<file path="src/rtl/pipe_muxn_pkg.sv">
// Shared constants and helpers for the pipelined N-way channel mux.
package pipe_muxn_pkg;

  localparam int DEF_WIDTH  = 64;
  localparam int DEF_NUM_IN = 8;

  // Select width, never narrower than one bit.
  function automatic int sel_w(input int n);
    int w;
    w = $clog2(n);
    return (w < 1) ? 1 : w;
  endfunction

endpackage

</file>
<file path="src/rtl/pipe_muxn_muxn.sv">
// Combinational N-way mux over a flattened channel bus.
// An out-of-range select yields all zeros.
module muxn
  import pipe_muxn_pkg::*;
#(
  parameter int WIDTH  = DEF_WIDTH,
  parameter int NUM_IN = DEF_NUM_IN,
  localparam int SEL_W = sel_w(NUM_IN)
) (
  input  logic [NUM_IN*WIDTH-1:0] in,
  input  logic [SEL_W-1:0]        sel,
  output logic [WIDTH-1:0]        out
);

  always_comb begin
    out = '0;
    for (int k = 0; k < NUM_IN; k++) begin
      if (sel == SEL_W'(k)) out = in[k*WIDTH +: WIDTH];
    end
  end

endmodule

</file>
<file path="src/rtl/pipe_muxn.sv">
// Registered N-way channel mux with valid/ready handshake.
// Define PIPE_MUXN_SCAN_EN to build in the round-robin scan counter.
module pipe_muxn
  import pipe_muxn_pkg::*;
#(
  parameter int WIDTH  = DEF_WIDTH,
  parameter int NUM_IN = DEF_NUM_IN,
  localparam int SEL_W = sel_w(NUM_IN)
) (
  input  logic                    clk,
  input  logic                    reset,
  input  logic [NUM_IN*WIDTH-1:0] in,
  input  logic [SEL_W-1:0]        sel,
  input  logic                    scan_mode,
  input  logic                    in_valid,
  output logic                    in_ready,
  output logic [WIDTH-1:0]        out,
  output logic [SEL_W-1:0]        out_sel,
  output logic                    out_valid,
  input  logic                    out_ready
);

  logic             accept;
  logic [SEL_W-1:0] eff_sel;
  logic [WIDTH-1:0] mux_out;

  assign in_ready = !out_valid || out_ready;
  assign accept   = in_valid && in_ready;

`ifdef PIPE_MUXN_SCAN_EN
  logic [SEL_W-1:0] scan_cnt;

  always_ff @(posedge clk) begin
    if (reset) begin
      scan_cnt <= '0;
    end else if (accept && scan_mode) begin
      if (scan_cnt == SEL_W'(NUM_IN-1)) scan_cnt <= '0;
      else scan_cnt <= scan_cnt + 1'b1;
    end
  end

  assign eff_sel = scan_mode ? scan_cnt : sel;
`else
  logic unused_scan_mode;
  assign unused_scan_mode = scan_mode;
  assign eff_sel = sel;
`endif

  muxn #(
    .WIDTH (WIDTH),
    .NUM_IN(NUM_IN)
  ) u_muxn (
    .in (in),
    .sel(eff_sel),
    .out(mux_out)
  );

  always_ff @(posedge clk) begin
    if (reset) begin
      out       <= '0;
      out_sel   <= '0;
      out_valid <= 1'b0;
    end else if (accept) begin
      out       <= mux_out;
      out_sel   <= eff_sel;
      out_valid <= 1'b1;
    end else if (out_ready) begin
      out_valid <= 1'b0;
    end
  end

endmodule

</file>
<file path="config.mk">
export PLATFORM = sky130hd
export DESIGN_NAME = pipe_muxn
export DESIGN_NICKNAME = d
export VERILOG_FILES = /design/src/rtl/pipe_muxn_pkg.sv /design/src/rtl/pipe_muxn_muxn.sv /design/src/rtl/pipe_muxn.sv
export SDC_FILE = /design/constraint.sdc
export NUM_CORES = 1
export LEC_CHECK = 0
export BUFFER_PORTS_ARGS = -buffer_cell sky130_fd_sc_hd__buf_2
export CORE_AREA = 4 4 230 232
export CTS_BUF_LIST = sky130_fd_sc_hd__clkbuf_8
export DETAILED_ROUTE_END_ITERATION = 16
export DIE_AREA = 0 0 234 236
export SLEW_MARGIN = 20
export SYNTH_ARGS = -nofsm -noshare
export SYNTH_HDL_FRONTEND = slang
export SYNTH_HIERARCHICAL = 1
export SYNTH_SLANG_ARGS = --single-unit
</file>
<file path="constraint.sdc">
create_clock -name clk -period 1.5 [get_ports clk]
set_input_delay 0 -clock clk [delete_from_list [all_inputs] [get_ports clk]]
set_output_delay 0 -clock clk [all_outputs]
set_load 0.03 [all_outputs]
</file>
==> run summary, run 1 <==
### Status
* finished, final reports clean — result of the run

### STA
* 91.36% — fin crit share
* 63.15% — worst relative slew slack
* 0 — number of endpoints with negative hold slack in the final report
* 78.62 ps — worst hold slack
* no — setup repair after global routing missed its margin
* 0 — final number of max-transition violations
* 552.7 ps — Worst Tran Pin Value
* 729.7 MHz — highest clock rate
* 0 ps — final setup TNS
* 0 — # setup viols final
* 11.71 ps — final worst clock skew
* 1370 ps — post-layout minimum cycle time

### GRT
* 10,150 — vias in the first global route
* 74 — pin count of the biggest net entering global routing
* 7 — initial antenna violation count
* 59,610 um — first-pass GRT wire length
* 13.95% — total routing usage reported by global routing
* 0 — gr ovfl total

### Setup path
* register to output pin — category of the critical setup timing path
* 230 ps — flop-to-flop setup slack
* 1370 ps — signal arrival time at the worst endpoint
* 1500 ps — Worst Path Required
* out_valid — Worst Setup SP
* 32 — top fanout value on the critical path
* sky130_fd_sc_hd__dfxtp_1 — slowest CP cell
* output pin — Crit. End Element
* register — startpoint types
* out[11] — capturing point of the worst reg2reg path
* out_valid — worst flop-to-flop path startpoint
* 4 — worst reg-to-reg path cell count
* nand2b_4, buf_16, buf_2 — ordered list of cells on the worst path
* in_ready — capture point of the worst path
* 340 ps — maximum single-stage delay on the critical path

### Pwr
* 5.863 nW — Pleak
* 0.007409 W — post-layout total power
* 592.8 nW/um2 — power density cells
* 0.4261 mV — peak ir drop on the vdd network

### Clocking
* 3 — H-tree lvl count
* yes — TritonCTS clock tree
* sky130_fd_sc_hd__clkbuf_8 — clock root buffer
* 80 ps — clock-pin slew on the worst setup and hold paths
* 68 — clock sink total
* 9 — number of buffers inserted during clock tree synthesis
* 2 — buffers from clock root to sink, at most
* 0 — setup fix buffers added after clock tree synthesis
* 400 ps — insertion delay of the later-clocked pin in the worst-skew pair

### Logic synthesis
* 6 — total number of yosys warnings
* 29 — unique cell type count in the Yosys netlist
* 7.935 um2 — syn_area_per_cell
* 68 — register bit count reported by yosys
* 8419 um2 — summed instance area of the synthesized netlist
* 16.17% — sequential share of the synthesized area
* 1,061 — number of standard cells after synthesis
* 1,581 — Post-Synthesis Net Count

### Routing
* 0 — number of nets with antenna violations after routing
* 474 — initial detailed-routing violation count
* 18.09 um — average wire per standard cell
* 0 — Residual DRC
* 10,280 — detailed-route via count
* 41,480 um — total length of routed wires
* 4.483 — Vias per Instance
* 4 — length of the first detailed-routing pass in iterations

### Die
* 83 — Std-Cell Rows
* 16.51% — initial core utilization
* 589 — number of I/O pins
* 50,990 um2 — floorplan core area
* 234 um — die outline width
* 236 um — chip height
* 55,220 um2 — DIE AREA

### Final layout
* 24.51% — final core occ
* 2,124 — Final #Nets
* 5,734 — Filler cells
* 6168 um2 — area of the multi-input gates
* 1361 um2 — Sequential Area
* 48.45% — Area growth syn-to-layout
* 2,293 — count of non-filler cells in the finished layout
* 48.73% — ratio of cells with drive above 1 in the final layout

### Min path
* primary input to register — class of the most critical hold timing path

### Placement
* 0.8819 — GP Congestion
* 2,263 — placed cell count
* 587 — total of buffers placed on input and output ports
* 33,060 um — detailed placement HPWL

### Flow run
* 0 — number of violations of the max-capacitance limit

-- cell type report --
cell class | count | share of cell area [%]
antenna | 4 | 0.08009
clock buffer | 12 | 1.321
clock inverter | 4 | 0.5706
inverter | 1 | 0.03003
multi-input combinational | 861 | 49.35
sequential | 68 | 10.89
tap | 680 | 6.808
timing repair buffer | 663 | 30.94
-- worst min path at each step --
stage,end,depth (start not counted),slack (ps),startpoint
after detailed placement,out[62],1,450,out[62]
final,out[30],5,80,in[478]
after global routing,out[30],5,60,in[478]
after floorplan,out_sel[0],2,150,sel[0]
after global placement,out[32],1,450,out[32]
after CTS,out[30],5,6,in[478]
-- cells by family after synthesis --
group                  count (synthesis)  synth area share [%]
AO/OA/AOI/OAI                        455                 42.61
AND/OR/NAND/NOR                      278                 15.23
flip-flops                            68                 16.17
multiplexers                         128                 15.22
buffers and inverters                132                 10.77
-- what timing repair did --
action | in CTS | in global routing
gates resized for setup | 0 | 1
hold endpoints to repair | 5 | 0
hold buffers | 9 | 0
setup endpoints to repair | 0 | 1
-- cells in the mapped netlist --
cell / n / area share, %
sky130_fd_sc_hd__a21oi_1: 147 / 8.7
sky130_fd_sc_hd__nand2_1: 129 / 5.8
sky130_fd_sc_hd__mux2i_1: 128 / 15
sky130_fd_sc_hd__dfxtp_1: 68 / 16
sky130_fd_sc_hd__a21bo_1: 67 / 8.0
sky130_fd_sc_hd__nand3_1: 67 / 4.0
sky130_fd_sc_hd__a22oi_1: 51 / 4.5
sky130_fd_sc_hd__o31a_1: 51 / 5.3
sky130_fd_sc_hd__a221oi_2: 50 / 8.9
sky130_fd_sc_hd__buf_2: 42 / 2.5
sky130_fd_sc_hd__clkbuf_1: 40 / 1.8
sky130_fd_sc_hd__or2_2: 37 / 2.7
sky130_fd_sc_hd__o21ai_0: 28 / 1.7
sky130_fd_sc_hd__nor2_1: 26 / 1.2
sky130_fd_sc_hd__o211ai_1: 26 / 2.3
sky130_fd_sc_hd__buf_6: 24 / 3.2
sky130_fd_sc_hd__a21oi_2: 23 / 2.4
sky130_fd_sc_hd__or2_0: 14 / 1.0
sky130_fd_sc_hd__buf_8: 11 / 2.0
sky130_fd_sc_hd__o21ai_1: 11 / 0.65
sky130_fd_sc_hd__buf_1: 6 / 0.27
sky130_fd_sc_hd__buf_4: 6 / 0.53
sky130_fd_sc_hd__buf_12: 2 / 0.48
sky130_fd_sc_hd__nor2b_1: 2 / 0.15
sky130_fd_sc_hd__a221oi_1: 1 / 0.10
sky130_fd_sc_hd__and2_1: 1 / 0.074
sky130_fd_sc_hd__inv_1: 1 / 0.045
sky130_fd_sc_hd__nand2b_4: 1 / 0.16
sky130_fd_sc_hd__nor2b_4: 1 / 0.16
-- report_power, final --
part           total (W)  internal (W)  switching, W
logic            0.00344       0.00160       0.00185
registers        0.00202       0.00195     0.0000684
clock network    0.00195       0.00107      0.000881
total            0.00741       0.00461       0.00280
-- through the flow --
step           instance area, um2  setup slack [ps]
6_report                    12500             129.6
5_1_grt                     12490             10.18
2_1_floorplan                8419             213.6
3_3_place_gp                12130             22.82
3_5_place_dp                12130             7.022
4_1_cts                     12460             11.72
-- state kept, by name, summed over array words and instances (netlist names) --
| signal | cells |
|---|---|
| out_valid | 1 |
| out | 64 |
| out_sel | 3 |
-- placed cells by master (no fill, tap or decap), drive strengths merged, types with 67 or more instances in the layout --
cell type	count
a21bo	67
a21oi	170
buf	653
dfxtp	68
mux2i	128
nand2	129
nand3	67
-- per-layer routing --
| layer | track usage (%) | vias to the layer above | routed length (um) |
|---|---|---|---|
| met5 | 0 | - | 58 |
| met4 | 4.141 | 8 | 911 |
| met3 | 4.215 | 53 | 3613 |
| met2 | 23.36 | 397 | 19720 |
| met1 | 17.18 | 4766 | 17180 |
| li1 | - | 5056 | - |
-- critical path: cells and delay by family (launching register included) --
kind / cells / cell delay [ps]
buffers and inverters: 2 / 450
DFF: 1 / 340
and+or+nand+nor: 1 / 170
Power figures use the tool's default switching activity.
==> inputs of run 2 (changes only) <==
MAX_ROUTING_LAYER = met4   (was not set)
==> run summary, run 2 (synthesized netlist as in run 1, its figures left out) <==
### Die
* 83 — Std-Cell Rows, unchanged
* 234 um — die outline width, unchanged
* 589 — number of I/O pins, unchanged
* 55,220 um2 — DIE AREA, unchanged
* 16.51% — initial core utilization, unchanged
* 236 um — chip height, unchanged
* 50,990 um2 — floorplan core area, unchanged

### Final layout
* 2,293 — count of non-filler cells in the finished layout, unchanged
* 2,121 — Final #Nets, was 2,124
* 64 — number of flip-flops in the largest register, unchanged
* 24.30% — final core occ, was 24.51%
* out: 64 flops, out_sel: 3 flops, out_valid: 1 flops — largest registers, unchanged
* 49.03% — ratio of cells with drive above 1 in the final layout, was 48.73%
* out — Biggest register, unchanged
* 47.18% — Area growth syn-to-layout, was 48.45%
* sky130_fd_sc_hd__buf_2 — most common cell after layout, fill and taps aside, unchanged
* 581 x sky130_fd_sc_hd__buf_2, 147 x sky130_fd_sc_hd__a21oi_1, 129 x sky130_fd_sc_hd__nand2_1, 128 x sky130_fd_sc_hd__mux2i_1, 68 x sky130_fd_sc_hd__dfxtp_1 — most frequent cells in the layout, was 582 x sky130_fd_sc_hd__buf_2, 147 x sky130_fd_sc_hd__a21oi_1, 129 x sky130_fd_sc_hd__nand2_1, 128 x sky130_fd_sc_hd__mux2i_1, 68 x sky130_fd_sc_hd__dfxtp_1

### Pwr
* 0.004115 W — internal portion of total power, was 0.004614 W
* 5.817 nW — Pleak, was 5.863 nW
* 40.28% — fraction of power spent switching nets, was 37.73%
* 20.8% — share of total power in the clock network, was 26.3%
* 29.2% — sequential power share, was 27.2%
* 556.0 nW/um2 — power density cells, was 592.8 nW/um2
* 49.9% — combinational fraction of design power, was 46.5%
* 0.3135 mV — peak ir drop on the vdd network, was 0.4261 mV
* 0.002775 W — Net Sw Power, was 0.002795 W

### Status
* finished, final reports clean — result of the run, unchanged

### Routing
* 501 — initial detailed-routing violation count, was 474
* 0 — Residual DRC, unchanged
* 4.489 — Vias per Instance, was 4.483
* 5 — length of the first detailed-routing pass in iterations, was 4
* 41,780 um — total length of routed wires, was 41,480 um
* 0 — number of nets with antenna violations after routing, unchanged
* 10,290 — detailed-route via count, was 10,280
* 18.22 um — average wire per standard cell, was 18.09 um

### Placement
* 587 — total of buffers placed on input and output ports, unchanged
* 33,330 um — detailed placement HPWL, was 33,060 um
* 0.9232 — GP Congestion, was 0.8819
* 2,267 — placed cell count, was 2,263

### Clocking
* 2 — buffers from clock root to sink, at most, unchanged
* 3 — H-tree lvl count, unchanged
* 90 ps — clock-pin slew on the worst setup and hold paths, was 80 ps
* 0 — setup fix buffers added after clock tree synthesis, unchanged
* 9 — number of buffers inserted during clock tree synthesis, unchanged
* yes — TritonCTS clock tree, unchanged
* sky130_fd_sc_hd__clkbuf_8 — clock root buffer, unchanged
* 68 — clock sink total, unchanged
* 390 ps — insertion delay of the later-clocked pin in the worst-skew pair, was 400 ps

### GRT
* 59,670 um — first-pass GRT wire length, was 59,610 um
* 7 — initial antenna violation count, unchanged
* met2 — busiest layer in global routing, unchanged
* 74 — pin count of the biggest net entering global routing, unchanged
* 14.38% — total routing usage reported by global routing, was 13.95%
* 17.07% — met1 global-route usage, was 17.18%
* 0 — gr ovfl total, unchanged
* 4.094% — GR Layer Usage met3, was 4.215%
* 23.14% — GRT met2 Usage, was 23.36%
* 10,320 — vias in the first global route, was 10,150

### Min path
* primary input to register — class of the most critical hold timing path, unchanged
* 5 — hold-critical path depth, unchanged
* in[414] — worst min-delay path startpoint, was in[478]
* out[30] — Worst Hold Endpoint, unchanged

### Setup path
* out[18] — capturing point of the worst reg2reg path, was out[11]
* output pin — Crit. End Element, unchanged
* out_valid — worst flop-to-flop path startpoint, unchanged
* 32 — top fanout value on the critical path, unchanged
* 4 — worst reg-to-reg path cell count, unchanged
* 250 ps — flop-to-flop setup slack, was 230 ps
* 1500 ps — Worst Path Required, about the same
* 1340 ps — signal arrival time at the worst endpoint, was 1370 ps
* register to output pin — category of the critical setup timing path, unchanged
* register — startpoint types, unchanged

### STA
* no — setup repair after global routing missed its margin, unchanged
* 748.1 MHz — highest clock rate, was 729.7 MHz
* 535.0 ps — Worst Tran Pin Value, was 552.7 ps
* 0 — final number of max-transition violations, unchanged
* 0 — number of endpoints with negative hold slack in the final report, unchanged
* 0 — # setup viols final, unchanged
* 1337 ps — post-layout minimum cycle time, was 1370 ps
* 89.12% — fin crit share, was 91.36%
* 12.92 ps — final worst clock skew, was 11.71 ps
* 64.33% — worst relative slew slack, was 63.15%

### Flow run
* 0 — number of violations of the max-capacitance limit, unchanged

## run 2: cell types whose count changed in the layout (fill, tap and decap cells not counted)
| cell | delta |
|---|---|
| sky130_fd_sc_hd__diode_2 | +4 |
| sky130_fd_sc_hd__bufinv_16 | -2 |
| sky130_fd_sc_hd__clkinvlp_4 | +1 |
| sky130_fd_sc_hd__buf_4 | +4 |
| sky130_fd_sc_hd__dlygate4sd3_1 | -7 |
| sky130_fd_sc_hd__clkinv_2 | +3 |
| sky130_fd_sc_hd__clkbuf_4 | +1 |
| sky130_fd_sc_hd__buf_2 | -1 |
| sky130_fd_sc_hd__clkbuf_8 | -3 |
## run 2: critical path, cell delays in order, from the launching register on
cell	delay, ps
sky130_fd_sc_hd__dfxtp_1	340
sky130_fd_sc_hd__nand2b_4	150
sky130_fd_sc_hd__buf_16	200
sky130_fd_sc_hd__clkbuf_4	230
## run 2: power groups by stage
stage | clock network (W) | logic, W | registers (W)
after CTS | 0.00160 | 0.00345 | 0.00202
after detailed placement | 0 | 0.00344 | 0.00205
after global routing | 0.00165 | 0.00376 | 0.00203
after floorplan | 0 | 0.00172 | 0.00234
final | 0.00143 | 0.00344 | 0.00201
after global placement | 0 | 0.00343 | 0.00205
## run 2: worst max-delay path by stage
stage                    from        to  depth (start not counted)
floorplan              sel[1]   out[28]                          9
global placement       sel[1]   out[11]                          8
detailed placement     sel[1]   out[11]                          8
CTS                 out_valid  in_ready                          3
global route        out_valid  in_ready                          3
finish              out_valid  in_ready                          3
## run 2: routing by layer
metal  wire, um  vias to the layer above
met2      19650                      456
met5          0                        -
met4       1186                        0
met3       3801                       61
met1      17140                     4729
li1           -                     5048
## run 2: cell type report
type / count / area (um2)
clock inverters: 6 / 33.78
fillers: 5734 / 38600
inverters: 1 / 3.754
flip-flops and latches: 68 / 1361
multi-input cells: 861 / 6168
clock buffers: 9 / 123.9
repair buffers: 660 / 3830
diodes: 8 / 20.02
well taps: 680 / 850.8
## run 2: repair_timing
action / 4_1_cts / 5_1_grt
hold buffers: 2 / 0
endpoints found under the setup margin: 0 / 1
hold endpoints to repair: 2 / 0
gates resized for setup: 0 / 2
## run 2: metrics by stage
stage               area, um2  hold WS, ps  setup TNS [ps]  power [W]  setup WS, ps
floorplan                8419        147.5               0   0.004052         213.6
global placement        12160        452.8               0   0.005488         8.275
detailed placement      12160        452.0          -14.22   0.005491        -14.22
CTS                     12340        6.711               0   0.007073         19.47
global route            12390        47.34               0   0.007440         29.48
finish                  12390        75.89               0   0.006890         163.2
